<file path="config.mk">
export PLATFORM = sky130hd
export DESIGN_NAME = dram_cmd_responder_flat
export DESIGN_NICKNAME = d
export VERILOG_FILES = /design/src/rtl/dram_cmd_responder_if.sv /design/src/rtl/dram_cmd_responder.sv /design/src/flat_wrapper.sv
export SDC_FILE = /design/constraint.sdc
export NUM_CORES = 1
export LEC_CHECK = 0
export BUFFER_PORTS_ARGS = -buffer_cell sky130_fd_sc_hd__buf_2
export CAP_MARGIN = 20
export CORE_MARGIN = 2
export CORE_UTILIZATION = 35
export DETAILED_ROUTE_END_ITERATION = 8
export HOLD_SLACK_MARGIN = 0.03
export MAX_ROUTING_LAYER = met4
export PLACE_DENSITY = 0.49
export SYNTH_ARGS = -nofsm -noshare
export SYNTH_HDL_FRONTEND = slang
export SYNTH_SLANG_ARGS = --single-unit
</file>
<file path="constraint.sdc">
create_clock -name clk -period 4.9 [get_ports clk]
set_input_delay 0.735 -clock clk [delete_from_list [all_inputs] [get_ports clk]]
set_output_delay 0.735 -clock clk [all_outputs]
set_load 0.02 [all_outputs]
</file>
<file path="src/rtl/dram_cmd_responder_if.sv">
// dram_cmd_responder_if: command/response bundle between DRAM controller and target model.
// Stat counters appear only when DRAM_RESP_STATS_EN is defined.
interface dram_cmd_responder_if #(
  parameter int NUM_BANKS = 4,
  parameter int ROW_W     = 16,
  parameter int COL_W     = 10
);
  logic                         cmd_valid;
  logic [1:0]                   cmd_op;
  logic                         cmd_we;
  logic [$clog2(NUM_BANKS)-1:0] cmd_bank;
  logic [ROW_W-1:0]             cmd_row;
  logic [COL_W-1:0]             cmd_col;
  logic                         rd_valid;
  logic [63:0]                  rd_data;
  logic                         rd_last;
  logic                         err_valid;
  logic [1:0]                   err_code;
`ifdef DRAM_RESP_STATS_EN
  logic [15:0] stat_rd, stat_wr, stat_err;
  modport master (output cmd_valid, cmd_op, cmd_we, cmd_bank, cmd_row, cmd_col,
                  input rd_valid, rd_data, rd_last, err_valid, err_code, stat_rd, stat_wr, stat_err);
  modport slave (input cmd_valid, cmd_op, cmd_we, cmd_bank, cmd_row, cmd_col,
                 output rd_valid, rd_data, rd_last, err_valid, err_code, stat_rd, stat_wr, stat_err);
`else
  modport master (output cmd_valid, cmd_op, cmd_we, cmd_bank, cmd_row, cmd_col,
                  input rd_valid, rd_data, rd_last, err_valid, err_code);
  modport slave (input cmd_valid, cmd_op, cmd_we, cmd_bank, cmd_row, cmd_col,
                 output rd_valid, rd_data, rd_last, err_valid, err_code);
`endif
endinterface

</file>
<file path="src/rtl/dram_cmd_responder.sv">
// dram_cmd_responder: DRAM target model tracking bank timing and returning read bursts.
// Define DRAM_RESP_STATS_EN to add saturating read/write/error counters.
module dram_cmd_responder #(
  parameter int NUM_BANKS = 4,
  parameter int ROW_W     = 16,
  parameter int COL_W     = 10,
  parameter int TRP       = 4,
  parameter int TRCD      = 4,
  parameter int TRAS      = 10,
  parameter int TCL       = 5,
  parameter int TCCD      = 4,
  parameter int BL        = 4
) (
  input logic clk,
  input logic rst_n,
  dram_cmd_responder_if.slave c
);
  localparam int BW = $clog2(NUM_BANKS);
  localparam int MT = TRAS > TRP ? (TRAS > TRCD ? (TRAS > TCCD ? TRAS : TCCD) : (TRCD > TCCD ? TRCD : TCCD))
                                 : (TRP > TRCD ? (TRP > TCCD ? TRP : TCCD) : (TRCD > TCCD ? TRCD : TCCD));
  localparam int CW = $clog2(MT + 1);
  localparam int RW = $clog2(BL + 1);
  typedef enum logic [1:0] {OP_NOP, OP_PRE, OP_ACT, OP_RDWR} op_t;
  logic             bank_open [NUM_BANKS];
  logic [15:0]      open_row  [NUM_BANKS];
  logic [CW-1:0]    rcd [NUM_BANKS];
  logic [CW-1:0]    ras [NUM_BANKS];
  logic [CW-1:0]    rp  [NUM_BANKS];
  logic [CW-1:0]    ccd;
  logic             dl_v [TCL];
  logic [63:0]      dl_d [TCL];
  logic [63:0]      beat;
  logic [RW-1:0]    rem;
  logic [BW-1:0]    b;
  logic [1:0]       code;
  logic             cmd, acc, rd_acc, st;
  always_comb begin
    b = c.cmd_bank;
    cmd = c.cmd_valid && c.cmd_op != OP_NOP;
    code = c.cmd_op == OP_ACT  ? (bank_open[b] ? 2'd1 : rp[b] != '0 ? 2'd2 : 2'd0)
         : c.cmd_op == OP_PRE  ? (bank_open[b] && ras[b] != '0 ? 2'd2 : 2'd0)
         : c.cmd_op == OP_RDWR ? (!bank_open[b] ? 2'd1 : (rcd[b] != '0 || ccd != '0) ? 2'd2 : 2'd0)
         : 2'd0;
    acc = cmd && code == 2'd0;
    rd_acc = acc && c.cmd_op == OP_RDWR && !c.cmd_we;
    st = dl_v[TCL-1];
  end
  // First beat comes straight from the delay line so back-to-back bursts abut without a gap.
  assign c.rd_valid = st || rem != '0;
  assign c.rd_data  = st ? dl_d[TCL-1] : beat;
  assign c.rd_last  = st ? (BL == 1) : rem == RW'(1);
  always_ff @(posedge clk) begin
    if (!rst_n) begin
      for (int i = 0; i < NUM_BANKS; i++) begin
        bank_open[i] <= 1'b0;
        open_row[i] <= '0;
        rcd[i] <= '0;
        ras[i] <= '0;
        rp[i] <= '0;
      end
      for (int i = 0; i < TCL; i++) begin
        dl_v[i] <= 1'b0;
        dl_d[i] <= '0;
      end
      ccd <= '0;
      beat <= '0;
      rem <= '0;
      c.err_valid <= 1'b0;
      c.err_code <= 2'd0;
    end else begin
      for (int i = 0; i < NUM_BANKS; i++) begin
        rcd[i] <= rcd[i] - CW'(rcd[i] != '0);
        ras[i] <= ras[i] - CW'(ras[i] != '0);
        rp[i] <= rp[i] - CW'(rp[i] != '0);
      end
      ccd <= ccd - CW'(ccd != '0);
      if (acc && c.cmd_op == OP_ACT) begin
        bank_open[b] <= 1'b1;
        open_row[b] <= 16'(c.cmd_row);
        rcd[b] <= CW'(TRCD - 1);
        ras[b] <= CW'(TRAS - 1);
      end
      if (acc && c.cmd_op == OP_PRE && bank_open[b]) begin
        bank_open[b] <= 1'b0;
        rp[b] <= CW'(TRP - 1);
      end
      if (acc && c.cmd_op == OP_RDWR) ccd <= CW'(TCCD - 1);
      dl_v[0] <= rd_acc;
      dl_d[0] <= {24'b0, 8'(b), open_row[b], 6'b0, 10'(c.cmd_col)};
      for (int i = 1; i < TCL; i++) begin
        dl_v[i] <= dl_v[i-1];
        dl_d[i] <= dl_d[i-1];
      end
      beat <= st ? dl_d[TCL-1] + 64'd1 : beat + 64'd1;
      rem <= st ? RW'(BL - 1) : rem - RW'(rem != '0);
      c.err_valid <= cmd && code != 2'd0;
      c.err_code <= cmd ? code : 2'd0;
    end
  end
`ifdef DRAM_RESP_STATS_EN
  always_ff @(posedge clk) begin
    if (!rst_n) begin
      c.stat_rd <= '0;
      c.stat_wr <= '0;
      c.stat_err <= '0;
    end else begin
      if (rd_acc && c.stat_rd != '1) c.stat_rd <= c.stat_rd + 16'd1;
      if (acc && c.cmd_op == OP_RDWR && c.cmd_we && c.stat_wr != '1) c.stat_wr <= c.stat_wr + 16'd1;
      if (cmd && !acc && c.stat_err != '1) c.stat_err <= c.stat_err + 16'd1;
    end
  end
`endif
endmodule

</file>
<file path="src/flat_wrapper.sv">
// flat-port wrapper written by rule: the top's interface ports become plain ports
module dram_cmd_responder_flat 
#(
  parameter int NUM_BANKS = 4,
  parameter int ROW_W     = 16,
  parameter int COL_W     = 10,
  parameter int TRP       = 4,
  parameter int TRCD      = 4,
  parameter int TRAS      = 10,
  parameter int TCL       = 5,
  parameter int TCCD      = 4,
  parameter int BL        = 4
)
  (clk, rst_n, c_cmd_valid, c_cmd_op, c_cmd_we, c_cmd_bank, c_cmd_row, c_cmd_col, c_rd_valid, c_rd_data, c_rd_last, c_err_valid, c_err_code);
  dram_cmd_responder_if #(.NUM_BANKS(NUM_BANKS), .ROW_W(ROW_W), .COL_W(COL_W)) c_i ();
  input logic clk;
  input logic rst_n;
  input wire logic [$bits(c_i.cmd_valid)-1:0] c_cmd_valid;
  input wire logic [$bits(c_i.cmd_op)-1:0] c_cmd_op;
  input wire logic [$bits(c_i.cmd_we)-1:0] c_cmd_we;
  input wire logic [$bits(c_i.cmd_bank)-1:0] c_cmd_bank;
  input wire logic [$bits(c_i.cmd_row)-1:0] c_cmd_row;
  input wire logic [$bits(c_i.cmd_col)-1:0] c_cmd_col;
  output wire logic [$bits(c_i.rd_valid)-1:0] c_rd_valid;
  output wire logic [$bits(c_i.rd_data)-1:0] c_rd_data;
  output wire logic [$bits(c_i.rd_last)-1:0] c_rd_last;
  output wire logic [$bits(c_i.err_valid)-1:0] c_err_valid;
  output wire logic [$bits(c_i.err_code)-1:0] c_err_code;
  assign c_i.cmd_valid = c_cmd_valid;
  assign c_i.cmd_op = c_cmd_op;
  assign c_i.cmd_we = c_cmd_we;
  assign c_i.cmd_bank = c_cmd_bank;
  assign c_i.cmd_row = c_cmd_row;
  assign c_i.cmd_col = c_cmd_col;
  assign c_rd_valid = c_i.rd_valid;
  assign c_rd_data = c_i.rd_data;
  assign c_rd_last = c_i.rd_last;
  assign c_err_valid = c_i.err_valid;
  assign c_err_code = c_i.err_code;
  dram_cmd_responder #(.NUM_BANKS(NUM_BANKS), .ROW_W(ROW_W), .COL_W(COL_W), .TRP(TRP), .TRCD(TRCD), .TRAS(TRAS), .TCL(TCL), .TCCD(TCCD), .BL(BL)) u_core (.clk(clk), .rst_n(rst_n), .c(c_i));
endmodule
</file>
* After elaboration in Yosys (flattened, before gate mapping) *
Memory sizes are Yosys's and may differ from the RTL's.
Index checks and enable logic that the tools add are counted.

storage, ports and cells
  bits of input ports = 34
  output and inout bits = 69
  RAM bits = 441
  register bits = 74
  memories kept = 7

cells by class
  equal/unequal tests = 4
  mux-type cells = 50
  bitwise operators = 24
  $add $sub $neg = 16
  reduce and logical (&&, ||, !) cells = 37

memories
  name             words  width  read ports  clocked after Yosys merged registers in  write ports  line                      source
  u_core.dl_d      5      64     5           0                                        5            dram_cmd_responder.sv:31  logic [63:0] dl_d [TCL];
  u_core.open_row  4      16     1           0                                        4            dram_cmd_responder.sv:25  logic [15:0] open_row [NUM_BANKS];
  u_core.ras       4      4      5           0                                        5            dram_cmd_responder.sv:27  logic [CW-1:0] ras [NUM_BANKS];
  u_core.rcd       4      4      5           0                                        5            dram_cmd_responder.sv:26  logic [CW-1:0] rcd [NUM_BANKS];
  u_core.rp        4      4      5           0                                        5            dram_cmd_responder.sv:28  logic [CW-1:0] rp [NUM_BANKS];
  u_core.dl_v      5      1      5           0                                        5            dram_cmd_responder.sv:30  logic dl_v [TCL];
  1 more memories  --     --     --          --                                       --           --

operator list
  cell                   number
  $mux 64                7
  $add 64x1->64 const B  2
  $reduce_bool 4->1      16
  $sub 4x1->4            13
  $mux 4                 12
  $mux 2                 12
  $or 1x1->1             23
  $mux 1                 18
  $mux 16                1
  $reduce_or 16->1       1
  $logic_and 1x1->1      9
  $eq 2x2->1 const B     2
  $reduce_bool 2->1      2
  $reduce_or 2->1        2
  $eq 3x1->1 const B     1
  $reduce_bool 3->1      1
  $sub 3x1->3            1
  $eq 2x1->1 const B     1
  $logic_not 2->1        1
  $logic_or 1x1->1       2
  $reduce_and 2->1       1
  $logic_not 1->1        1
  $not 1->1              1
  $reduce_or 1->1        1

* Depth between registers and ports, before layout *
An unclocked memory read counts as a cell.

  depth after elaboration = 18
  mapped depth = 15
  mapped depth without buffers = 8

* Least setup slack after synthesis *
OpenSTA, ideal clock, no wires.

  kind = reg2reg
  from = mem u_core.dl_v[4][0], in the netlist u_core.dl_v[0][4]
  to = reg u_core.beat[54]
  slack = 1046 ps
  cell stages (with the launch flop) = 16
  library setup time = 135 ps
  clock period less this slack = 3854 ps
  required time = 4765 ps
  path buffers = 7
  arrival time = 3719 ps
  cells stage by stage = dfxtp_1 buf_4 clkbuf_1 clkbuf_1 clkbuf_1 buf_1 mux2_2 ha_1 inv_1 a211oi_1 and4_1 clkbuf_1 nand4_1 clkbuf_1 o311ai_0 o41ai_1

RTL lines
  item                  line                      source
  start, declared       dram_cmd_responder.sv:30
  end signal, assigned  dram_cmd_responder.sv:94  beat <= st ? dl_d[TCL-1] + 64'd1 : beat + 64'd1;
  end, declared         dram_cmd_responder.sv:32  logic [63:0] beat;

==> impl_metrics.csv <==
group,metric,value,unit
outcome,status,"finished, final reports clean",
clocking,cts_tree,"yes",
logic_synthesis,synth-compound-area-share,0.0411,
routing,drtIter0Drc,447,
grt,overflow,0,
worst_hold_path,whs_endpoint,"u_core.dl_v[0][0]",
clocking,postCtsSetupBuffers,0,
sta,drv_slew,0,
final_layout,fin_nets,1417,
logic_synthesis,syn_nets,1328,
grt,grt_pass1_wl,45500,um
routing,via_per_inst,4.60,
place,place_hpwl,19000,um
floorplanning,io_pins,103,
logic_synthesis,syn-instance-count,1265,
clocking,cts_buffers,39,
setup_path,r2r_setup_slack,1.38,ns
pwr,p_sw,1800,uW
setup_path,cp_data_arrival_time,3.98,ns
grt,grt_util_met1,0.205,
routing,first_pass_iters,5,
grt,grt_busiest_layer,"met2",
sta,hold_viol_final,0,
floorplanning,core-area,0.0377,mm2
sta,holdWs,0.361,ns
sta,tightest_slew,0.893,ns
floorplanning,dieArea,0.0398,mm2
logic_synthesis,syn_area_per_cell,10.6,um2
grt,grt_max_degree,88,
routing,drc,0,
sta,period_share,0.718,
setup_path,rr_endpoint,"u_core.beat[62]",
floorplanning,die_w,199,um
sta,finalSetupTns,0,ns
setup_path,path_class,"register to register",
place,port_buffers,102,
setup_path,cp_max_fo,46,
setup_path,cp_slowest_cell,"dfxtp_4",
clocking,ctsHtreeMaxLevel,2,
sta,fin_skew,0.0223,ns
pwr,p_seq_frac,0.451,
setup_path,startpoint_type,"register",
floorplanning,rows,71,
worst_hold_path,hp-start,"c_cmd_we",
setup_path,r2r_start,"u_core.dl_v[0][4]",
final_layout,drive_above_1_share,0.168,
logic_synthesis,yosys_register_bits,335,
clocking,clk_pin_slew_worst_paths,0.06,ns
routing,drtAntennaViolNets,0,
place,gp_congestion,0.808,
logic_synthesis,ys_seq_area_frac,0.550,
pwr,combPwrFrac,0.147,
logic_synthesis,synth.distinct_cells,61,
pwr,swShare,0.255,
worst_hold_path,hold_depth,2,
clocking,clk_latency,0.55,ns
grt,antenna_found_initial,0,
clocking,root_buffer,"clkbuf_16",
logic_synthesis,synth_warnings,0,
final_layout,area_delta_synth_final,16.7,%
routing,dr_total_vias,8716,
routing,wl_per_cell,14.7,um
setup_path,required,5.36,ns
pwr,clockPowerShare,0.402,
routing,drt-total-wl,27900,um
worst_hold_path,min_path_type,"input pin to register",
sta,relSlewSlack,0.402,
grt,grt_use_met2,0.217,
grt,grt_use_met3,0.0258,
logic_synthesis,synth_area,0.0134,mm2
sta,rsz0062_at_grt,"no",
sta,max_freq,284,MHz
grt,grtUsageTotal,0.148,
final_layout,mostFrequentLayoutCell,"dfxtp_1",
floorplanning,start_util,0.355,
sta,setup_viol,0,
logic_synthesis,yosys.area_share.adder,0.0271,
logic_synthesis,synth-simple-area-share,0.251,
setup_path,cp-end-kind,"register",
grt,grt_pass1_vias,8503,
setup_path,slowest_delay,0.65,ns
floorplanning,die_h,199,um
pwr,ir_drop,267,uV
clocking,cts_resized,0,
sta,period_needed,3.52,ns
logic_synthesis,synth_edf_count,65,
logic_synthesis,async_flop_share,0,
clocking,postCtsHoldBufs,0,
logic_synthesis,synth_ff_type,"dfxtp_1",
pwr,powerDensity,452,mW/mm2
logic_synthesis,synth_xor_area_frac,0.0373,
pwr,p_int,5250,uW
logic_synthesis,synthMuxAreaShare,0.0615,
final_layout,layout_common_cells,"dfxtp_1 (269), and2_1 (215), buf_2 (101)",
final_layout,diodes,0,
pwr,power.leakage,0.00637,uW
setup_path,reg2regPathDepth,8,
setup_path,cp_cell_sequence,"mux2_2 -> ha_1 -> inv_1 -> a211oi_1 -> and4_1 -> nand4_1 -> nor4_1 -> mux2i_1",
clocking,cts.sinks,335,
clocking,clockBufferDepth,3,
logic_synthesis,synth_top_family_by_area,"simple AND/OR/NAND/NOR gates",
job,maxCapViolCount,0,
cells in the mapped netlist, types with 2 or more instances:
master	count	area, um2
clkbuf_1	43	161
nand4b_1	8	70.1
o311ai_0	5	43.8
nand4_1	24	150
buf_6	2	22.5
inv_1	46	173
a211oi_1	5	37.5
a31o_2	2	17.5
nor3b_1	4	30.0
edfxtp_1	65	1950
nor2_2	4	25.0
a32o_1	2	20.0
mux4_2	19	428
nor4_1	15	93.8
buf_2	2	10.0
dfxtp_1	270	5410
nand3_1	27	135
xor2_1	19	166
or4_1	8	60.1
o41ai_1	6	52.6
ha_1	29	363
and2_1	215	1350
o211ai_1	3	22.5
a22oi_1	4	30.0
nor2b_1	35	219
nor3_1	11	55.1
nand2b_1	16	100
nand2_1	82	308
nor4b_1	2	17.5
o31ai_1	2	15.0
nand3b_1	6	45.0
and3_1	15	93.8
a21oi_1	23	115
xnor2_1	38	333
nor2_1	93	349
or3_1	9	56.3
mux2_2	19	214
or4_4	6	67.6
buf_1	11	41.3
o21ai_0	29	145
a31oi_1	4	25.0
mux2i_1	18	180
final cells by class:
type                            count  area (um2)
Fill cell                        3741       22100
Sequential cell                   335        7360
Clock inverter                     14         114
Tap cell                          511         639
Multi-Input combinational cell    823        5590
Inverter                           47         176
Timing Repair Buffer              108         558
Clock buffer                       57        1160
layer usage:
layer  share of wire  wire [um]
met1            0.51      14100
met2            0.43      11900
met3           0.044       1220
met4           0.025        692
met5               0          0
metrics by stage:
step / util / setup slack, ns / total power (uW) / cell area (um2) / std cells
2_1_floorplan: - / 1.05 / 4050 / 13400 / 1265
3_3_place_gp: 0.380 / 0.917 / 4280 / 14300 / 1824
3_5_place_dp: 0.380 / 0.844 / 4290 / 14300 / 1824
4_1_cts: 0.414 / 1.33 / 7180 / 15600 / 1895
5_1_grt: 0.414 / 1.00 / 7490 / 15600 / 1895
6_report: 0.414 / 1.38 / 7050 / 15600 / 1895
cells by family (layout without fill, tap and decap cells):
logic type | after synthesis | in the layout
simple gates | 593 | 593
flops | 335 | 335
buf+inv | 107 | 226
compound gates | 88 | 88
xor+xnor | 57 | 57
mux | 56 | 56
fa+ha+maj | 29 | 29
power groups by stage:
stage / combinational, uW / clock [uW] / sequential (uW)
2_1_floorplan: 848 / 0 / 3210
4_1_cts: 1060 / 2940 / 3180
3_3_place_gp: 1050 / 0 / 3230
3_5_place_dp: 1060 / 0 / 3240
5_1_grt: 1240 / 3050 / 3200
6_report: 1040 / 2830 / 3180
registers in the layout, summed over array words and instances (netlist names):
register and count:
u_core.dl_d 140, u_core.beat 64, u_core.open_row 64, u_core.ras 16, u_core.rcd 16, u_core.rp 16, u_core.dl_v 5, u_core.bank_open 4
u_core.ccd 4, u_core.rem 3, u_core.c.err_code 2, u_core.c.err_valid 1
critical path: cells and delay by family (launching register included):
kind / cells / cell delay [ns]
AND/OR/NAND/NOR: 3 / 1.47
flip-flops: 1 / 0.65
multiplexers: 2 / 0.54
AO/OA/AOI/OAI: 1 / 0.46
adder cells (fa/ha/maj): 1 / 0.23
buffers and inverters: 1 / 0.06
worst max-delay path by stage:
stage | from | end | cells after the start
after global routing | u_core.dl_v[0][4] | u_core.beat[52] | 8
after CTS | u_core.dl_v[0][4] | u_core.beat[62] | 8
final | u_core.dl_v[0][4] | u_core.beat[62] | 8
after detailed placement | c_cmd_bank[0] | u_core.open_row[3][0] | 5
after global placement | c_cmd_bank[0] | u_core.open_row[3][0] | 5
after floorplan | u_core.dl_v[0][4] | u_core.beat[54] | 15
Note: power is estimated with default switching activity, not from simulation.
